## config.mk

```make
export PLATFORM = sky130hd
export DESIGN_NAME = multi_cell_scaler_flat
export DESIGN_NICKNAME = d
export VERILOG_FILES = /design/src/rtl/multi_cell_scaler_if.sv /design/src/rtl/multi_cell_scaler.sv /design/src/flat_wrapper.sv
export SDC_FILE = /design/constraint.sdc
export NUM_CORES = 1
export LEC_CHECK = 0
export ABC_AREA = 0
export BUFFER_PORTS_ARGS = -buffer_cell sky130_fd_sc_hd__buf_2
export CAP_MARGIN = 10
export CORE_ASPECT_RATIO = 2
export CORE_MARGIN = 1.5
export CORE_UTILIZATION = 51
export CTS_CLUSTER_DIAMETER = 150
export CTS_CLUSTER_SIZE = 16
export DETAILED_ROUTE_END_ITERATION = 6
export PLACE_DENSITY = 0.78
export REMOVE_ABC_BUFFERS = 1
export SYNTH_ARGS = -nofsm -noshare
export SYNTH_HDL_FRONTEND = slang
export SYNTH_SLANG_ARGS = --single-unit
export TNS_END_PERCENT = 20
```

## constraint.sdc

```tcl
create_clock -name clk -period 14.3 [get_ports clk]
set_input_delay 0.715 -clock clk [delete_from_list [all_inputs] [get_ports clk]]
set_output_delay 0.715 -clock clk [all_outputs]
set_load 0.03 [all_outputs]
```

## src/rtl/multi_cell_scaler_if.sv

```systemverilog
// Stream and configuration bundle for multi_cell_scaler.
// The slave modport is the scaler's view; the master modport is the producer/consumer view.
interface multi_cell_scaler_if #(
    parameter int DATA_WIDTH   = 8,
    parameter int RESULT_WIDTH = 16,
    parameter int INDEX_WIDTH  = 10,
    parameter int SCALE_WIDTH  = 16,
    parameter int SHIFT_WIDTH  = 5
);
    logic                    cfg_load;
    logic [SCALE_WIDTH-1:0]  cfg_scale;
    logic [SHIFT_WIDTH-1:0]  cfg_shift;
    logic [DATA_WIDTH-1:0]   cfg_offset;
    logic                    index_clear;
    logic                    in_valid;
    logic                    in_ready;
    logic [RESULT_WIDTH-1:0] in_result;
    logic                    out_valid;
    logic                    out_ready;
    logic [DATA_WIDTH-1:0]   out_value;
    logic [INDEX_WIDTH-1:0]  out_index;
    logic                    out_last;

    modport slave (
        input  cfg_load, cfg_scale, cfg_shift, cfg_offset, index_clear,
        input  in_valid, in_result, out_ready,
        output in_ready, out_valid, out_value, out_index, out_last
    );

    modport master (
        output cfg_load, cfg_scale, cfg_shift, cfg_offset, index_clear,
        output in_valid, in_result, out_ready,
        input  in_ready, out_valid, out_value, out_index, out_last
    );
endinterface

```

## src/rtl/multi_cell_scaler.sv

```systemverilog
// multi_cell_scaler: requantises unsigned accumulator results into DATA_WIDTH activations,
// value = sat((result*scale >> shift) + offset), through a 2-stage valid/ready pipeline.
// Each beat carries a wrapping cell index and a last flag.
// Optional build macro SCALER_ROUND_EN: round half-up before the shift (default: floor).
module multi_cell_scaler #(
    parameter int DATA_WIDTH   = 8,
    parameter int RESULT_WIDTH = 16,
    parameter int INDEX_WIDTH  = 10,
    parameter int SCALE_WIDTH  = 16,
    parameter int SHIFT_WIDTH  = 5,
    parameter int CELL_AMOUNT  = 4
) (
    input logic                clk,
    input logic                rst_n,
    multi_cell_scaler_if.slave bus
);
    localparam int PROD_W = RESULT_WIDTH + SCALE_WIDTH;
    // one bit of headroom for the rounding bias, one more for the offset add
    localparam int SUM_W  = PROD_W + 2;
    localparam logic [INDEX_WIDTH-1:0] LAST_IDX = INDEX_WIDTH'(CELL_AMOUNT - 1);

    // Shift the product right (optionally rounding) and add the offset, no overflow possible.
    function automatic logic [SUM_W-1:0] shift_offset(
        input logic [PROD_W-1:0]      prod,
        input logic [SHIFT_WIDTH-1:0] shift,
        input logic [DATA_WIDTH-1:0]  offset
    );
        logic [PROD_W:0] biased;
        logic [PROD_W:0] shifted;
        biased = {1'b0, prod};
`ifdef SCALER_ROUND_EN
        if (shift != '0) begin
            biased = biased + ((PROD_W + 1)'(1) << (shift - SHIFT_WIDTH'(1)));
        end
`endif
        // shifting by the full product width or more leaves nothing
        if (32'(shift) >= PROD_W) begin
            shifted = '0;
        end else begin
            shifted = biased >> shift;
        end
        return SUM_W'(shifted) + SUM_W'(offset);
    endfunction

    // Clamp to the largest DATA_WIDTH value.
    function automatic logic [DATA_WIDTH-1:0] saturate(input logic [SUM_W-1:0] sum);
        if (|sum[SUM_W-1:DATA_WIDTH]) begin
            return '1;
        end
        return sum[DATA_WIDTH-1:0];
    endfunction

    // control state
    logic                    vld_p1_q, vld_p1_d;
    logic                    vld_p2_q, vld_p2_d;
    logic [INDEX_WIDTH-1:0]  idx_cnt_q, idx_cnt_d;
    logic [SCALE_WIDTH-1:0]  cfg_scale_q, cfg_scale_d;
    logic [SHIFT_WIDTH-1:0]  cfg_shift_q, cfg_shift_d;
    logic [DATA_WIDTH-1:0]   cfg_offset_q, cfg_offset_d;
    // datapath state
    logic [PROD_W-1:0]       prod_p1_q, prod_p1_d;
    logic [INDEX_WIDTH-1:0]  idx_p1_q, idx_p1_d;
    logic [SHIFT_WIDTH-1:0]  shift_p1_q, shift_p1_d;
    logic [DATA_WIDTH-1:0]   offset_p1_q, offset_p1_d;
    logic [DATA_WIDTH-1:0]   value_p2_q, value_p2_d;
    logic [INDEX_WIDTH-1:0]  idx_p2_q, idx_p2_d;
    logic                    last_p2_q, last_p2_d;

    logic                    s2_adv, s1_adv, accept;
    logic [INDEX_WIDTH-1:0]  beat_idx;

    // Pipeline advance conditions; in_ready is the only path from out_ready.
    always_comb begin
        s2_adv = !vld_p2_q || bus.out_ready;
        s1_adv = !vld_p1_q || s2_adv;
        accept = bus.in_valid && s1_adv;
    end

    // Cell index counter: clear restarts at 0 and applies to a same-cycle accept.
    always_comb begin
        beat_idx  = bus.index_clear ? '0 : idx_cnt_q;
        idx_cnt_d = idx_cnt_q;
        if (accept) begin
            idx_cnt_d = (beat_idx == LAST_IDX) ? '0 : beat_idx + INDEX_WIDTH'(1);
        end else if (bus.index_clear) begin
            idx_cnt_d = '0;
        end
    end

    // Runtime configuration; affects beats accepted from the following cycle.
    always_comb begin
        cfg_scale_d  = cfg_scale_q;
        cfg_shift_d  = cfg_shift_q;
        cfg_offset_d = cfg_offset_q;
        if (bus.cfg_load) begin
            cfg_scale_d  = bus.cfg_scale;
            cfg_shift_d  = bus.cfg_shift;
            cfg_offset_d = bus.cfg_offset;
        end
    end

    // Stage 1: full-width product plus the config and index travelling with the beat.
    always_comb begin
        vld_p1_d    = s1_adv ? accept : vld_p1_q;
        prod_p1_d   = prod_p1_q;
        idx_p1_d    = idx_p1_q;
        shift_p1_d  = shift_p1_q;
        offset_p1_d = offset_p1_q;
        if (accept) begin
            prod_p1_d   = PROD_W'(bus.in_result) * PROD_W'(cfg_scale_q);
            idx_p1_d    = beat_idx;
            shift_p1_d  = cfg_shift_q;
            offset_p1_d = cfg_offset_q;
        end
    end

    // Stage 2: shift, offset and saturate; held while the consumer stalls.
    always_comb begin
        vld_p2_d   = s2_adv ? vld_p1_q : vld_p2_q;
        value_p2_d = value_p2_q;
        idx_p2_d   = idx_p2_q;
        last_p2_d  = last_p2_q;
        if (s2_adv && vld_p1_q) begin
            value_p2_d = saturate(shift_offset(prod_p1_q, shift_p1_q, offset_p1_q));
            idx_p2_d   = idx_p1_q;
            last_p2_d  = (idx_p1_q == LAST_IDX);
        end
    end

    // Control registers: valids, index counter and config come up in a known state.
    always_ff @(posedge clk or negedge rst_n) begin
        if (!rst_n) begin
            vld_p1_q     <= 1'b0;
            vld_p2_q     <= 1'b0;
            idx_cnt_q    <= '0;
            cfg_scale_q  <= SCALE_WIDTH'(1);
            cfg_shift_q  <= '0;
            cfg_offset_q <= '0;
        end else begin
            vld_p1_q     <= vld_p1_d;
            vld_p2_q     <= vld_p2_d;
            idx_cnt_q    <= idx_cnt_d;
            cfg_scale_q  <= cfg_scale_d;
            cfg_shift_q  <= cfg_shift_d;
            cfg_offset_q <= cfg_offset_d;
        end
    end

    // Datapath registers: qualified by the valids, so no reset needed.
    always_ff @(posedge clk) begin
        prod_p1_q   <= prod_p1_d;
        idx_p1_q    <= idx_p1_d;
        shift_p1_q  <= shift_p1_d;
        offset_p1_q <= offset_p1_d;
        value_p2_q  <= value_p2_d;
        idx_p2_q    <= idx_p2_d;
        last_p2_q   <= last_p2_d;
    end

    assign bus.in_ready  = s1_adv;
    assign bus.out_valid = vld_p2_q;
    assign bus.out_value = vld_p2_q ? value_p2_q : '0;
    assign bus.out_index = vld_p2_q ? idx_p2_q : '0;
    assign bus.out_last  = vld_p2_q && last_p2_q;
endmodule

```

## src/flat_wrapper.sv

```systemverilog
// flat-port wrapper written by rule: the top's interface ports become plain ports
module multi_cell_scaler_flat 
#(
    parameter int DATA_WIDTH   = 8,
    parameter int RESULT_WIDTH = 16,
    parameter int INDEX_WIDTH  = 10,
    parameter int SCALE_WIDTH  = 16,
    parameter int SHIFT_WIDTH  = 5,
    parameter int CELL_AMOUNT  = 4
)
  (clk, rst_n, bus_cfg_load, bus_cfg_scale, bus_cfg_shift, bus_cfg_offset, bus_index_clear, bus_in_valid, bus_in_result, bus_out_ready, bus_in_ready, bus_out_valid, bus_out_value, bus_out_index, bus_out_last);
  multi_cell_scaler_if #(.DATA_WIDTH(DATA_WIDTH), .RESULT_WIDTH(RESULT_WIDTH), .INDEX_WIDTH(INDEX_WIDTH), .SCALE_WIDTH(SCALE_WIDTH), .SHIFT_WIDTH(SHIFT_WIDTH)) bus_i ();
  input logic clk;
  input logic rst_n;
  input wire logic [$bits(bus_i.cfg_load)-1:0] bus_cfg_load;
  input wire logic [$bits(bus_i.cfg_scale)-1:0] bus_cfg_scale;
  input wire logic [$bits(bus_i.cfg_shift)-1:0] bus_cfg_shift;
  input wire logic [$bits(bus_i.cfg_offset)-1:0] bus_cfg_offset;
  input wire logic [$bits(bus_i.index_clear)-1:0] bus_index_clear;
  input wire logic [$bits(bus_i.in_valid)-1:0] bus_in_valid;
  input wire logic [$bits(bus_i.in_result)-1:0] bus_in_result;
  input wire logic [$bits(bus_i.out_ready)-1:0] bus_out_ready;
  output wire logic [$bits(bus_i.in_ready)-1:0] bus_in_ready;
  output wire logic [$bits(bus_i.out_valid)-1:0] bus_out_valid;
  output wire logic [$bits(bus_i.out_value)-1:0] bus_out_value;
  output wire logic [$bits(bus_i.out_index)-1:0] bus_out_index;
  output wire logic [$bits(bus_i.out_last)-1:0] bus_out_last;
  assign bus_i.cfg_load = bus_cfg_load;
  assign bus_i.cfg_scale = bus_cfg_scale;
  assign bus_i.cfg_shift = bus_cfg_shift;
  assign bus_i.cfg_offset = bus_cfg_offset;
  assign bus_i.index_clear = bus_index_clear;
  assign bus_i.in_valid = bus_in_valid;
  assign bus_i.in_result = bus_in_result;
  assign bus_i.out_ready = bus_out_ready;
  assign bus_in_ready = bus_i.in_ready;
  assign bus_out_valid = bus_i.out_valid;
  assign bus_out_value = bus_i.out_value;
  assign bus_out_index = bus_i.out_index;
  assign bus_out_last = bus_i.out_last;
  multi_cell_scaler #(.DATA_WIDTH(DATA_WIDTH), .RESULT_WIDTH(RESULT_WIDTH), .INDEX_WIDTH(INDEX_WIDTH), .SCALE_WIDTH(SCALE_WIDTH), .SHIFT_WIDTH(SHIFT_WIDTH), .CELL_AMOUNT(CELL_AMOUNT)) u_core (.clk(clk), .rst_n(rst_n), .bus(bus_i));
endmodule
```

; ---- Word level (Yosys, flattened, before mapping)
; Cells that the tools add are included.
; Widths: inputs -> output; s select.
[totals]
reg_bits = 115
inputBits = 51
output_inout_bits = 21
word_cells = 37
[op_classes]
addsub = 2
n_mul = 1
n_eq_ne = 2
shift = 1
n_mux = 10
reduce_logical = 8
[ops]
columns = cell, count
row1 = $mux 10, 4
row2 = $add 33x8->34, 1
row3 = $mux 33, 1
row4 = $shr 32x5->33, 1
row5 = $mul 16x16->32, 1
row6 = $reduce_or 26->1, 1
row7 = $mux 8, 3
row8 = $eq 10x2->1 const B, 2
row9 = $add 10x1->10 const B, 1
row10 = $logic_and 1x1->1, 3
row11 = $logic_not 1->1, 2
row12 = $logic_or 1x1->1, 2
row13 = $mux 1, 2

; ---- Logic depth before layout (Yosys ltp)
[logic_depth]
depth_word = 9
mapped_depth = 24
ltp_nobuf = 23

; ---- Least setup slack after synthesis
; OpenSTA, ideal clock, no wires.
[synth_timing]
path_type = input to register
startpoint = input port bus_in_result[7]
endpoint = register u_core.prod_p1_q[29], data pin
setup_ns = 0.258
arrival_time_ns = 6.471
required_ns = 14.042
slack_ns = 7.571
cell_stages = 23
n_path_buf = 1
path_cell_list = clkbuf_1 nand2_1 fa_1 inv_1 fa_1 inv_1 fa_1 inv_1 fa_1 fa_1 inv_1 fa_1 inv_1 ha_1 a22o_1 o41ai_1 o21ai_0 a311oi_1 nor3_1 a311o_1 a21bo_2 a21oi_1 xnor2_1
[synth_via]
elab_chain_len = 1
[synth_lines]
columns = element, line_no
row1 = start: declaration, flat_wrapper.sv:21  ; input wire logic [$bits(bus_i.in_result)-1:0] bus_in_result;
row2 = $mul 16x16->32, multi_cell_scaler.sv:110  ; prod_p1_d = PROD_W'(bus.in_result) * PROD_W'(cfg_scale_q);
row3 = end signal: assignment, multi_cell_scaler.sv:151  ; prod_p1_q <= prod_p1_d;
row4 = end: declaration, multi_cell_scaler.sv:61  ; logic [PROD_W-1:0] prod_p1_q, prod_p1_d;
; No other way between the ends.
; A chain may end at the register's enable or synchronous reset.

; ---- Worst setup path after layout
[layout_timing]
startpoint = register u_core.cfg_scale_q[1]
endpoint = register u_core.prod_p1_q[29], data pin
[layout_via]
elab_chain_len = 1
[layout_lines]
columns = element, line_no
row1 = start: declaration, multi_cell_scaler.sv:57  ; logic [SCALE_WIDTH-1:0] cfg_scale_q, cfg_scale_d;
row2 = start signal: assignment, multi_cell_scaler.sv:143  ; cfg_scale_q <= cfg_scale_d;
row3 = $mul 16x16->32, multi_cell_scaler.sv:110
; No other way between the ends.

==> results.ini <==
[cts]
cts_buffer_depth = 2
holdBufCountCts = 0
htree_levels = 4
cts_setup_buffers = 0
cts_tree = done
clkTransAtPathRegs_ns = 0.06
cts_resized = 0
clk_latency_ns = 0.43
cts_sinks = 115
ctsRootBufferMaster = clkbuf_16
numCtsBuffers = 17

[synth]
yosysWarnings = 0
syn-instance-count = 1608
synth_flop_cell = edfxtp_1
ys_seq_elements = 115
synth.avg_cell_area_sq_um = 9.862
synth-compound-area-share_pct = 8.300
synth_edf_count = 74
ys_seq_area_share_pct = 20.49
synthesis.area_sq_um = 15860
synth_top_family_by_area = adder cells
synthAdderAreaFrac_pct = 33.53
synthDistinctLibCells = 81
synth-xor-area-share_pct = 2.375
async_flop_share_pct = 35.65
synth-simple-area-share_pct = 17.25
muxShareOfSynthArea_pct = 10.25

[setup_path]
critical_path_arrival_ns = 7.29
end_kind = flop
start_kind = flop
critical_path_peak_fanout = 17
cp.required_ns = 14.47
worstSetupPathType = reg2reg

[sta]
fmax_mhz = 140.4
finalCritPeriodShare_pct = 49.82
rsz0062_at_grt = false
worst_clock_skew_ns = 0.01030
report.final.slew_viol_count = 0
period_needed_ns = 7.124
hold_slack_ns = 0.4438
setup_viol = 0
worst_pin_slew_ns = 1.049
final_hold_viol_count = 0
setup_tns_ns = 0
max_slew_margin_pct = 30.06

[die]
initial_core_util_pct = 51.58
num_rows = 91
die_h_um = 252.4
dieArea_sq_um = 32220
core-area_sq_um = 30740
die_w_um = 127.7
io_pins = 72

[routing]
drc_errors = 0
drtAntennaViolNets = 0
vias_per_cell = 5.917
totalWireLength_um = 39890
post_drt_wl_per_cell_um = 19.72
drt_iter0_markers = 529
drt_pre_antenna_iters = 5
vias = 11970

[placed_design]
dpl.hpwl_um = 31650
portBuffers = 71
place_congestion = 0.9863
dp_cells = 1990

[job]
cap_violations = 0

[global_route]
antenna_found_initial = 1
grt_overflow = 0
grt_util_all_layers_pct = 26.05
grt_pass1_wl_um = 64820
grt_max_degree = 68
grt_pass1_vias = 12850

[layout]
final-instance-count-excl-fill = 2023
area_delta_synth_final_pct = 7.117
mostFrequentLayoutCell = inv_1
post-route-util_pct = 55.25
layout-drive-gt1-share_pct = 13.03
final_cell_mix = inv_1 (243), fa_1 (195), nand2_1 (190)
num-fill-cells = 2637
layout.nets = 1996

[hold_path]
hp-class = reg2reg

[run_status]
outcome = completed

## per-stage QoR
stage | area, sq um | worst slack [ns]
floorplan | 15540 | 7.872
finish | 16990 | 7.176
detailed placement | 16430 | 7.076
global placement | 16430 | 7.200
global route | 16990 | 6.857
CTS | 16980 | 7.225
## cell families (layout without fill, tap and decap cells)
logic type,after synthesis,after routing
simple gates,525,525
fa+ha+maj,308,308
mux,115,115
xor+xnor,43,43
flops,115,115
other cells,0,1
compound gates,187,187
buf+inv,315,357
## synthesized netlist by cell type, drive strengths merged (4+ instances only)
cell | count | area (sq um)
nand2 | 190 | 713.2
nand3 | 23 | 115.1
mux2i | 33 | 330.3
and3 | 9 | 56.30
nor2 | 48 | 185.2
or3 | 10 | 67.56
o21ai | 37 | 192.7
inv | 244 | 915.9
a22oi | 7 | 52.55
mux2 | 50 | 574.3
fa | 195 | 3904
a31o | 5 | 43.79
a31oi | 5 | 31.28
and2 | 158 | 988.5
a21oi | 39 | 195.2
dfrtp | 40 | 1001
edfxtp | 74 | 2222
a211oi | 7 | 52.55
ha | 113 | 1414
a311oi | 5 | 43.79
a21o | 20 | 151.4
o211a | 4 | 40.04
nor3 | 15 | 80.08
nand4 | 7 | 43.79
o211ai | 14 | 105.1
buf | 17 | 118.9
nor2b | 25 | 156.4
xnor2 | 26 | 227.7
mux4 | 32 | 720.7
xor2 | 17 | 148.9
nor4 | 11 | 117.6
o21bai | 4 | 30.03
nand2b | 12 | 75.07
clkbuf | 53 | 198.9
## layer usage
| metal | track usage, % | routed length, um | up-vias |
|---|---|---|---|
| met4 | 17.30 | 2717 | 0 |
| met5 | 0 | 0 | - |
| li1 | - | - | 5399 |
| met1 | 25.00 | 12960 | 5968 |
| met3 | 3.535 | 1746 | 156 |
| met2 | 50.38 | 22460 | 447 |
## critical path, stage by stage, from the launching register on
cell and delay (ns):
dfrtp_1 0.80, nand2_1 0.18, fa_1 0.55, fa_1 0.57, fa_1 0.45, fa_1 0.55, inv_1 0.05, fa_1 0.48
inv_1 0.05, fa_1 0.47, inv_1 0.04, ha_1 0.33, o21ai_0 0.10, a21oi_1 0.28, nand4_1 0.13, o21ai_0 0.55
a311oi_1 0.20, nor3_1 0.39, a311o_1 0.33, a21bo_2 0.15, a21oi_1 0.07, xnor2_1 0.13
## layout make-up
type / instances / area (sq um) / area share [%]
multi-input cells: 1178 / 11370 / 66.94
inverters: 245 / 919.6 / 5.414
clock inverters: 12 / 108.9 / 0.6408
diodes: 1 / 2.502 / 0.01473
clock buffers: 20 / 446.7 / 2.630
flip-flops and latches: 115 / 3249 / 19.13
well taps: 372 / 465.4 / 2.740
repair buffers: 80 / 422.9 / 2.490
## final timing paths
check,from,endpoint,slack [ns],depth (start not counted)
worst max-delay path,u_core.cfg_scale_q[1]$_DFFE_PN0P_,u_core.prod_p1_q[29]$_DFFE_PP_,7.18,21
worst min-delay path,u_core.idx_p1_q[7]$_DFFE_PP_,u_core.idx_p2_q[7]$_DFFE_PP_,0.44,0
worst max register to register,u_core.cfg_scale_q[1]$_DFFE_PN0P_,u_core.prod_p1_q[29]$_DFFE_PP_,7.18,21
worst min register to register,u_core.idx_p1_q[7]$_DFFE_PP_,u_core.idx_p2_q[7]$_DFFE_PP_,0.44,0
max in group asynchronous,rst_n,u_core.idx_cnt_q[8]$_DFF_PN0_,13.17,1
min in group asynchronous,rst_n,u_core.cfg_offset_q[7]$_DFFE_PN0P_,0.47,1
## flip-flops by register name, summed over array words and instances (netlist names), 5 cells and up
| name | flops |
|---|---|
| u_core.cfg_scale_q | 16 |
| u_core.cfg_offset_q | 8 |
| u_core.offset_p1_q | 8 |
| u_core.idx_p1_q | 10 |
| u_core.value_p2_q | 8 |
| u_core.cfg_shift_q | 5 |
| u_core.shift_p1_q | 5 |
| u_core.idx_cnt_q | 10 |
| u_core.idx_p2_q | 10 |
| u_core.prod_p1_q | 32 |
Power is not shown: default switching activity piles up to over one toggle a cycle in this logic, so the estimate is an artifact.
